## src/rtl/param_reg_file.sv

```systemverilog
// param_reg_file: DEPTH x WIDTH register file with function-select writes,
// two combinational read ports, sticky overflow flag and clear-all sweeper.
module param_reg_file #(
  parameter int WIDTH  = 8,
  parameter int DEPTH  = 8,
  parameter bit SAT    = 1'b0,
  parameter bit BYPASS = 1'b0,
  localparam int AW    = $clog2(DEPTH)
) (
  input  logic             CLK,
  input  logic             RST_N,
  input  logic [1:0]       FunSel,
  input  logic [DEPTH-1:0] RegSel,
  input  logic [WIDTH-1:0] I,
  input  logic [AW-1:0]    O1Sel,
  input  logic [AW-1:0]    O2Sel,
  input  logic             ClrAll,
  input  logic             FlagClr,
  output logic [WIDTH-1:0] O1,
  output logic [WIDTH-1:0] O2,
  output logic             Busy,
  output logic             OvfFlag
);

  localparam logic [0:0] ST_IDLE  = 1'b0;
  localparam logic [0:0] ST_SWEEP = 1'b1;

  localparam logic [WIDTH-1:0] ONES = '1;
  localparam logic [AW-1:0]    LAST = AW'(DEPTH - 1);

  logic [WIDTH-1:0] regs_q [DEPTH];
  logic [WIDTH-1:0] regs_d [DEPTH];
  logic [WIDTH-1:0] wr_val [DEPTH];
  logic [DEPTH-1:0] wr_ovf;
  logic [DEPTH-1:0] wr_en;

  logic [0:0]    state_q;
  logic [0:0]    state_d;
  logic [AW-1:0] idx_q;
  logic [AW-1:0] idx_d;
  logic          ovf_q;
  logic          ovf_d;

  logic idle;
  logic fs_clr;
  logic fs_ld;
  logic fs_dec;
  logic fs_inc;

  assign idle   = (state_q == ST_IDLE);
  assign wr_en  = idle ? ~RegSel : '0;

  assign fs_clr = (FunSel == 2'b00);
  assign fs_ld  = (FunSel == 2'b01);
  assign fs_dec = (FunSel == 2'b10);
  assign fs_inc = (FunSel == 2'b11);

  // Per-register result of the selected function, from its own old value.
  always_comb begin
    for (int k = 0; k < DEPTH; k++) begin
      wr_val[k] = regs_q[k];
      wr_ovf[k] = 1'b0;
      unique case (1'b1)
        fs_clr: wr_val[k] = '0;
        fs_ld:  wr_val[k] = I;
        fs_dec: begin
          if (regs_q[k] == '0) begin
            wr_ovf[k] = 1'b1;
            wr_val[k] = SAT ? '0 : ONES;
          end else begin
            wr_val[k] = regs_q[k] - WIDTH'(1);
          end
        end
        fs_inc: begin
          if (regs_q[k] == ONES) begin
            wr_ovf[k] = 1'b1;
            wr_val[k] = SAT ? ONES : '0;
          end else begin
            wr_val[k] = regs_q[k] + WIDTH'(1);
          end
        end
      endcase
    end
  end

  // Next register contents: writes in IDLE, one clear per cycle in SWEEP.
  always_comb begin
    for (int k = 0; k < DEPTH; k++) begin
      regs_d[k] = regs_q[k];
      if (wr_en[k]) begin
        regs_d[k] = wr_val[k];
      end
      if (!idle && (idx_q == AW'(k))) begin
        regs_d[k] = '0;
      end
    end
  end

  // Sweep controller: ClrAll only starts a sweep from IDLE.
  always_comb begin
    state_d = state_q;
    idx_d   = idx_q;
    unique case (state_q)
      ST_IDLE: begin
        if (ClrAll) begin
          state_d = ST_SWEEP;
          idx_d   = '0;
        end
      end
      ST_SWEEP: begin
        if (idx_q == LAST) begin
          state_d = ST_IDLE;
          idx_d   = '0;
        end else begin
          idx_d = idx_q + AW'(1);
        end
      end
    endcase
  end

  // Sticky overflow: a new overflow beats a simultaneous clear.
  always_comb begin
    ovf_d = (|(wr_ovf & wr_en)) | (ovf_q & ~FlagClr);
  end

  // Read port 1: out-of-range select reads zero.
  always_comb begin
    O1 = '0;
    for (int k = 0; k < DEPTH; k++) begin
      if (O1Sel == AW'(k)) begin
        O1 = (BYPASS && wr_en[k]) ? wr_val[k] : regs_q[k];
      end
    end
  end

  // Read port 2: out-of-range select reads zero.
  always_comb begin
    O2 = '0;
    for (int k = 0; k < DEPTH; k++) begin
      if (O2Sel == AW'(k)) begin
        O2 = (BYPASS && wr_en[k]) ? wr_val[k] : regs_q[k];
      end
    end
  end

  // State registers.
  always_ff @(posedge CLK or negedge RST_N) begin
    if (!RST_N) begin
      for (int k = 0; k < DEPTH; k++) begin
        regs_q[k] <= '0;
      end
      state_q <= ST_IDLE;
      idx_q   <= '0;
      ovf_q   <= 1'b0;
    end else begin
      regs_q  <= regs_d;
      state_q <= state_d;
      idx_q   <= idx_d;
      ovf_q   <= ovf_d;
    end
  end

  assign Busy    = (state_q == ST_SWEEP);
  assign OvfFlag = ovf_q;

endmodule

```

## config.mk

```make
export PLATFORM = sky130hd
export DESIGN_NAME = param_reg_file
export DESIGN_NICKNAME = d
export VERILOG_FILES = /design/src/rtl/param_reg_file.sv
export SDC_FILE = /design/constraint.sdc
export NUM_CORES = 1
export LEC_CHECK = 0
export ABC_AREA = 1
export CAP_MARGIN = 30
export CORE_UTILIZATION = 62
export DETAILED_ROUTE_END_ITERATION = 7
export PLACE_DENSITY = 0.87
export SYNTH_ARGS = -nofsm -noshare
export SYNTH_HDL_FRONTEND = slang
export SYNTH_SLANG_ARGS = --single-unit
```

## constraint.sdc

```tcl
create_clock -name CLK -period 1.8 [get_ports CLK]
set_clock_uncertainty 0.1 [all_clocks]
set_input_delay 0.36 -clock CLK [delete_from_list [all_inputs] [get_ports CLK]]
set_output_delay 0.36 -clock CLK [all_outputs]
set_load 0.03 [all_outputs]
```

# Word-level counts from Yosys, hierarchy flattened
# Cells that the tools add are included.
dict set report totals {
  ff_bits 69
  inputBits 28
  out_inout_bits 18
  elab_cells 183
}
dict set report op_classes {
  addsub 17
  eq_ne 33
  n_mux 87
  n_bitwise 6
  n_reduce_logical 29
}
# cell count
set ops {}
lappend ops {{$mux W8} 49}
lappend ops {{$pmux W8 S4} 8}
lappend ops {{$add A8 B1 Y8 const B} 8}
lappend ops {{$eq A8 B8 Y1 const B} 8}
lappend ops {{$logic_not A8 Y1} 8}
lappend ops {{$sub A8 B1 Y8 const B} 8}
lappend ops {{$eq A3 B3 Y1 const B} 12}
lappend ops {{$eq A3 B2 Y1 const B} 6}
lappend ops {{$mux W1} 18}
lappend ops {{$pmux W1 S2} 9}
lappend ops {{$reduce_bool A2 Y1} 8}
lappend ops {{$eq A3 B1 Y1 const B} 3}
lappend ops {{$logic_not A3 Y1} 3}
lappend ops {{$and A8 B8 Y8} 1}
lappend ops {{$logic_and A1 B1 Y1} 8}
lappend ops {{$not A8 Y8} 1}
lappend ops {{$reduce_or A8 Y1} 1}
lappend ops {{$mux W3} 2}
lappend ops {{$pmux W3 S2} 1}
lappend ops {{$eq A2 B2 Y1 const B} 2}
lappend ops {{$add A3 B1 Y3 const B} 1}
lappend ops {{$eq A2 B1 Y1 const B} 1}
lappend ops {{$logic_not A2 Y1} 1}
lappend ops {{$ne A2 B2 Y1 const B} 1}
lappend ops {{3 further kinds} 4}

# Depth between registers and ports, before layout
dict set report depth {
  word_depth 9
  mapped_depth 12
}

# Least setup slack after synthesis
# Ideal clock, no wire load.
dict set report synth_timing {
  path_type {input port to output port}
  from {input port O1Sel[0]}
  to {output port O1[0]}
  t_arrival_ps 1321
  required_ps 1340
  slack_ps 19
  path_stages 5
  path_buffers 0
  path_cell_list {nor3_1 -> nand2_1 -> nand4_1 -> nor2_1 -> nand4_1}
}
dict set report synth_between {
  elab_chain_cells 9
  elab_cells_between_ends 16
}
# item line_no
set synth_rtl {}
lappend synth_rtl {{start: declaration} 15} ;# input logic [AW-1:0] O1Sel,
lappend synth_rtl {{$logic_not A3 Y1} 130} ;# if (O1Sel == AW'(k)) begin
lappend synth_rtl {{$mux W8 (7 in series)} 130}
lappend synth_rtl {{$mux W8 (*)} 130}
lappend synth_rtl {{end: declaration} 19} ;# output logic [WIDTH-1:0] O1,
# Mark *: on every way between the ends. The rest lies on a longest branch, timed or not.

# Final worst setup path
dict set report layout_timing {
  from {input port O1Sel[1]}
  to {output port O1[3]}
}
# The elaborated chain is that of the path after synthesis.

==> results_dict.tcl <==
set metrics [dict create \
    async_flop_share_pct 100 \
    met1_length_um 11100 \
    area_growth_pct 35.8 \
    boundaryPins 46 \
    dieWidth_um 113 \
    fin_area_um2 10400 \
    syn_nets 1396 \
    clock-sinks 69 \
    finalHoldViolCount 0 \
    max_freq_ghz 0.495 \
    rows 40 \
    fin_crit_sh_pct 112 \
    met2_length_um 13600 \
    hold_slack_ns 0.437 \
    synth_common_cells "nand2_1 (516), nand3_1 (141), nor2_1 (134)" \
    wl_um 32900 \
    cp.arrival_ns 1.56 \
    cp_num_buf_inv 5 \
    ys_types 29 \
    tightest_slew_ns 0.495 \
    yosysTopAreaCell "nand2_1" \
    yosysWarnings 0 \
    die_h_um 113 \
    setup_viol 25 \
    synth_top_area_share_pct 25.3 \
    yosys-top-cells-area "nand2_1 (25%), dfrtp_1 (23%), nand3_1 (9.2%)" \
    r2r_start "regs_q[42]" \
    root_buffer "clkbuf_16" \
    failed_checks "design-rule violations, negative setup slack" \
    numCtsBuffers 9 \
    critPathMaxFanout 8 \
    critical_path_class "input port to primary output" \
    gr-usage-all-layers_pct 47.6 \
    syn_area_per_cell_um2 5.72 \
    hpwlAfterDp_um 21000 \
    critPathLaunchType "input port" \
    antenna_found_initial 0 \
    cts_tree "yes" \
    n_antenna_cell 0 \
    insertion_delay_ns 0.36 \
    drv_cap 0 \
    grt_first_pass_wirelength_um 47400 \
    ys_seq_elements 69 \
    power_density_nw_per_um2 1500 \
    crit_start "O1Sel[1]" \
    hold_class "input port to async pin" \
    critPathMaxStageDelay_ns 0.20 \
    end_kind "primary output" \
    synth.cell_area_um2 7650 \
    critPathSlowestCell "buf_6" \
    cts_max_level 3 \
    status "finished, violations left" \
    coreArea_um2 12000 \
    ctsLongestPathBuffers 2 \
    drv_slew 0 \
    yosysMostFrequentCell "nand2_1" \
    start_util_pct 63.7 \
    synth-seq-area-share_pct 22.6 \
    period_needed_ns 2.02 \
    placement.io_buffers 45 \
    setup_slack_ns -0.220 \
    path_delay_family "buffers and inverters" \
    viasPerCell 6.32 \
    drt_iter0_drc 2107 \
    p_leak_nw 5.26 \
    grt_setup_unrepaired "true" \
    cts.clk_slew.worst_paths_ns 0.06 \
    wl_per_cell_um 19.6 \
    synth_ff_type "dfrtp_1" \
    remaining_drc_errors 12 \
    grt_max_degree 70 \
    gp_congestion 1.07 \
    drive_gt1_share_pct 24.9 \
    met3_wirelength_um 5200 \
    nets 1585 \
    worstPathRequired_ns 1.34 \
    path_cells "buf_8, buf_6, inv_6, nor3_2, buf_4, nand2_1, nand4_1, nor2_2, nand4_1, buf_6" \
    antenna_left 0 \
    fp.dieArea_um2 12800 \
    place_area_um2 9060 \
    slew_headroom_pct 66.9 \
    top_layer_used "met4" \
    grt_pass1_vias 9311 \
    drt_pass1_iterations 8 \
    vias 10600 \
    overflow 0 \
    max-vdd-ir-drop_mv 1.10 \
    total_power_mw 15.6 \
    synth_edf_count 0 \
    syn_inst 1338 \
]
==> routing by layer <==
metal	vias to the layer above	track usage (%)
met5	-	0
met2	967	73.3
met3	281	11.1
met1	4664	60.4
li1	4706	-
met4	0	29.9
==> sequential cells by signal, summed over array words and instances (netlist names) <==
name and cells:
Busy 1, OvfFlag 1, idx_q 3, regs_q 64
==> cell families (layout without fill, tap and decap cells) <==
family / after synthesis / in the layout / synth area share, %
and+or+nand+nor: 907 / 907 / 51.6
adders and majority gates: 30 / 30 / 4.90
buffers and inverters: 194 / 388 / 10.5
AOI/OAI and AO/OA: 120 / 120 / 8.35
xor gates and xnor gates: 18 / 18 / 2.06
DFF: 69 / 69 / 22.6
==> final timing paths <==
check	to	depth (start not counted)	slack, ns
min in group CLK	idx_q[0]	1	0.47
worst max-delay path	O1[3]	10	-0.22
worst min register to register	idx_q[0]	1	0.47
worst min-delay path	regs_q[61]	3	0.44
worst max register to register	regs_q[47]	10	-0.11
max in group asynchronous	regs_q[16]	3	0.77
==> worst register-to-register path, stage by stage (launching register included) <==
cell and delay, ns:
dfrtp_2 0.44, buf_4 0.20, nand2_1 0.08, nor2_1 0.36, nand3_1 0.14, nand2_1 0.09
nor2_1 0.05, nor2_1 0.14, nand2_1 0.08, nand2_1 0.06, nand2_1 0.07
==> power breakdown <==
part,internal (mW),switching [mW]
Sequential,2.14,0.874
Clock,0.965,0.782
Combinational,4.21,6.61
Total,7.31,8.27
==> cell type report <==
class,count,area (um^2)
fillers,708,1620
well taps,147,184
clock inverters,6,38.8
inverters,141,563
clock buffers,10,239
multi-input cells,1075,5490
repair buffers,231,2120
flip-flops and latches,69,1760
==> cells in the final DEF (no fill, tap or decap), types with 13 or more instances in the layout <==
cell,count
dfrtp_2,29
clkdlybuf4s50_1,18
nand4_1,69
nor2_2,14
xor2_1,18
nand2_2,24
o21ai_0,48
nand3_1,136
o22ai_1,17
a21oi_1,31
buf_4,154
inv_1,111
dfrtp_1,40
nand2_1,493
nor2_4,13
nor2_1,117
inv_2,22
ha_1,24
buf_6,33
==> through the flow <==
step	utilization [%]	setup WS [ns]	instances	setup TNS [ns]
after floorplan	-	0.0192	1338	0
after global placement	75.5	-0.839	1608	-30.43
after detailed placement	75.5	-0.819	1608	-31.15
after CTS	82.2	-0.164	1662	-1.56
after global routing	86.6	-0.331	1679	-4.40
final	86.6	-0.220	1679	-2.89
==> what timing repair did <==
item / CTS / global route
hold buffers: 1 / 0
setup buffers: 38 / 20
resized for setup: 128 / 110
gates cloned: 1 / 1
endpoints found under the setup margin: 39 / 64
hold endpoints to repair: 69 / 0
pin swaps: 36 / 52
(Power assumes the default switching activity.)
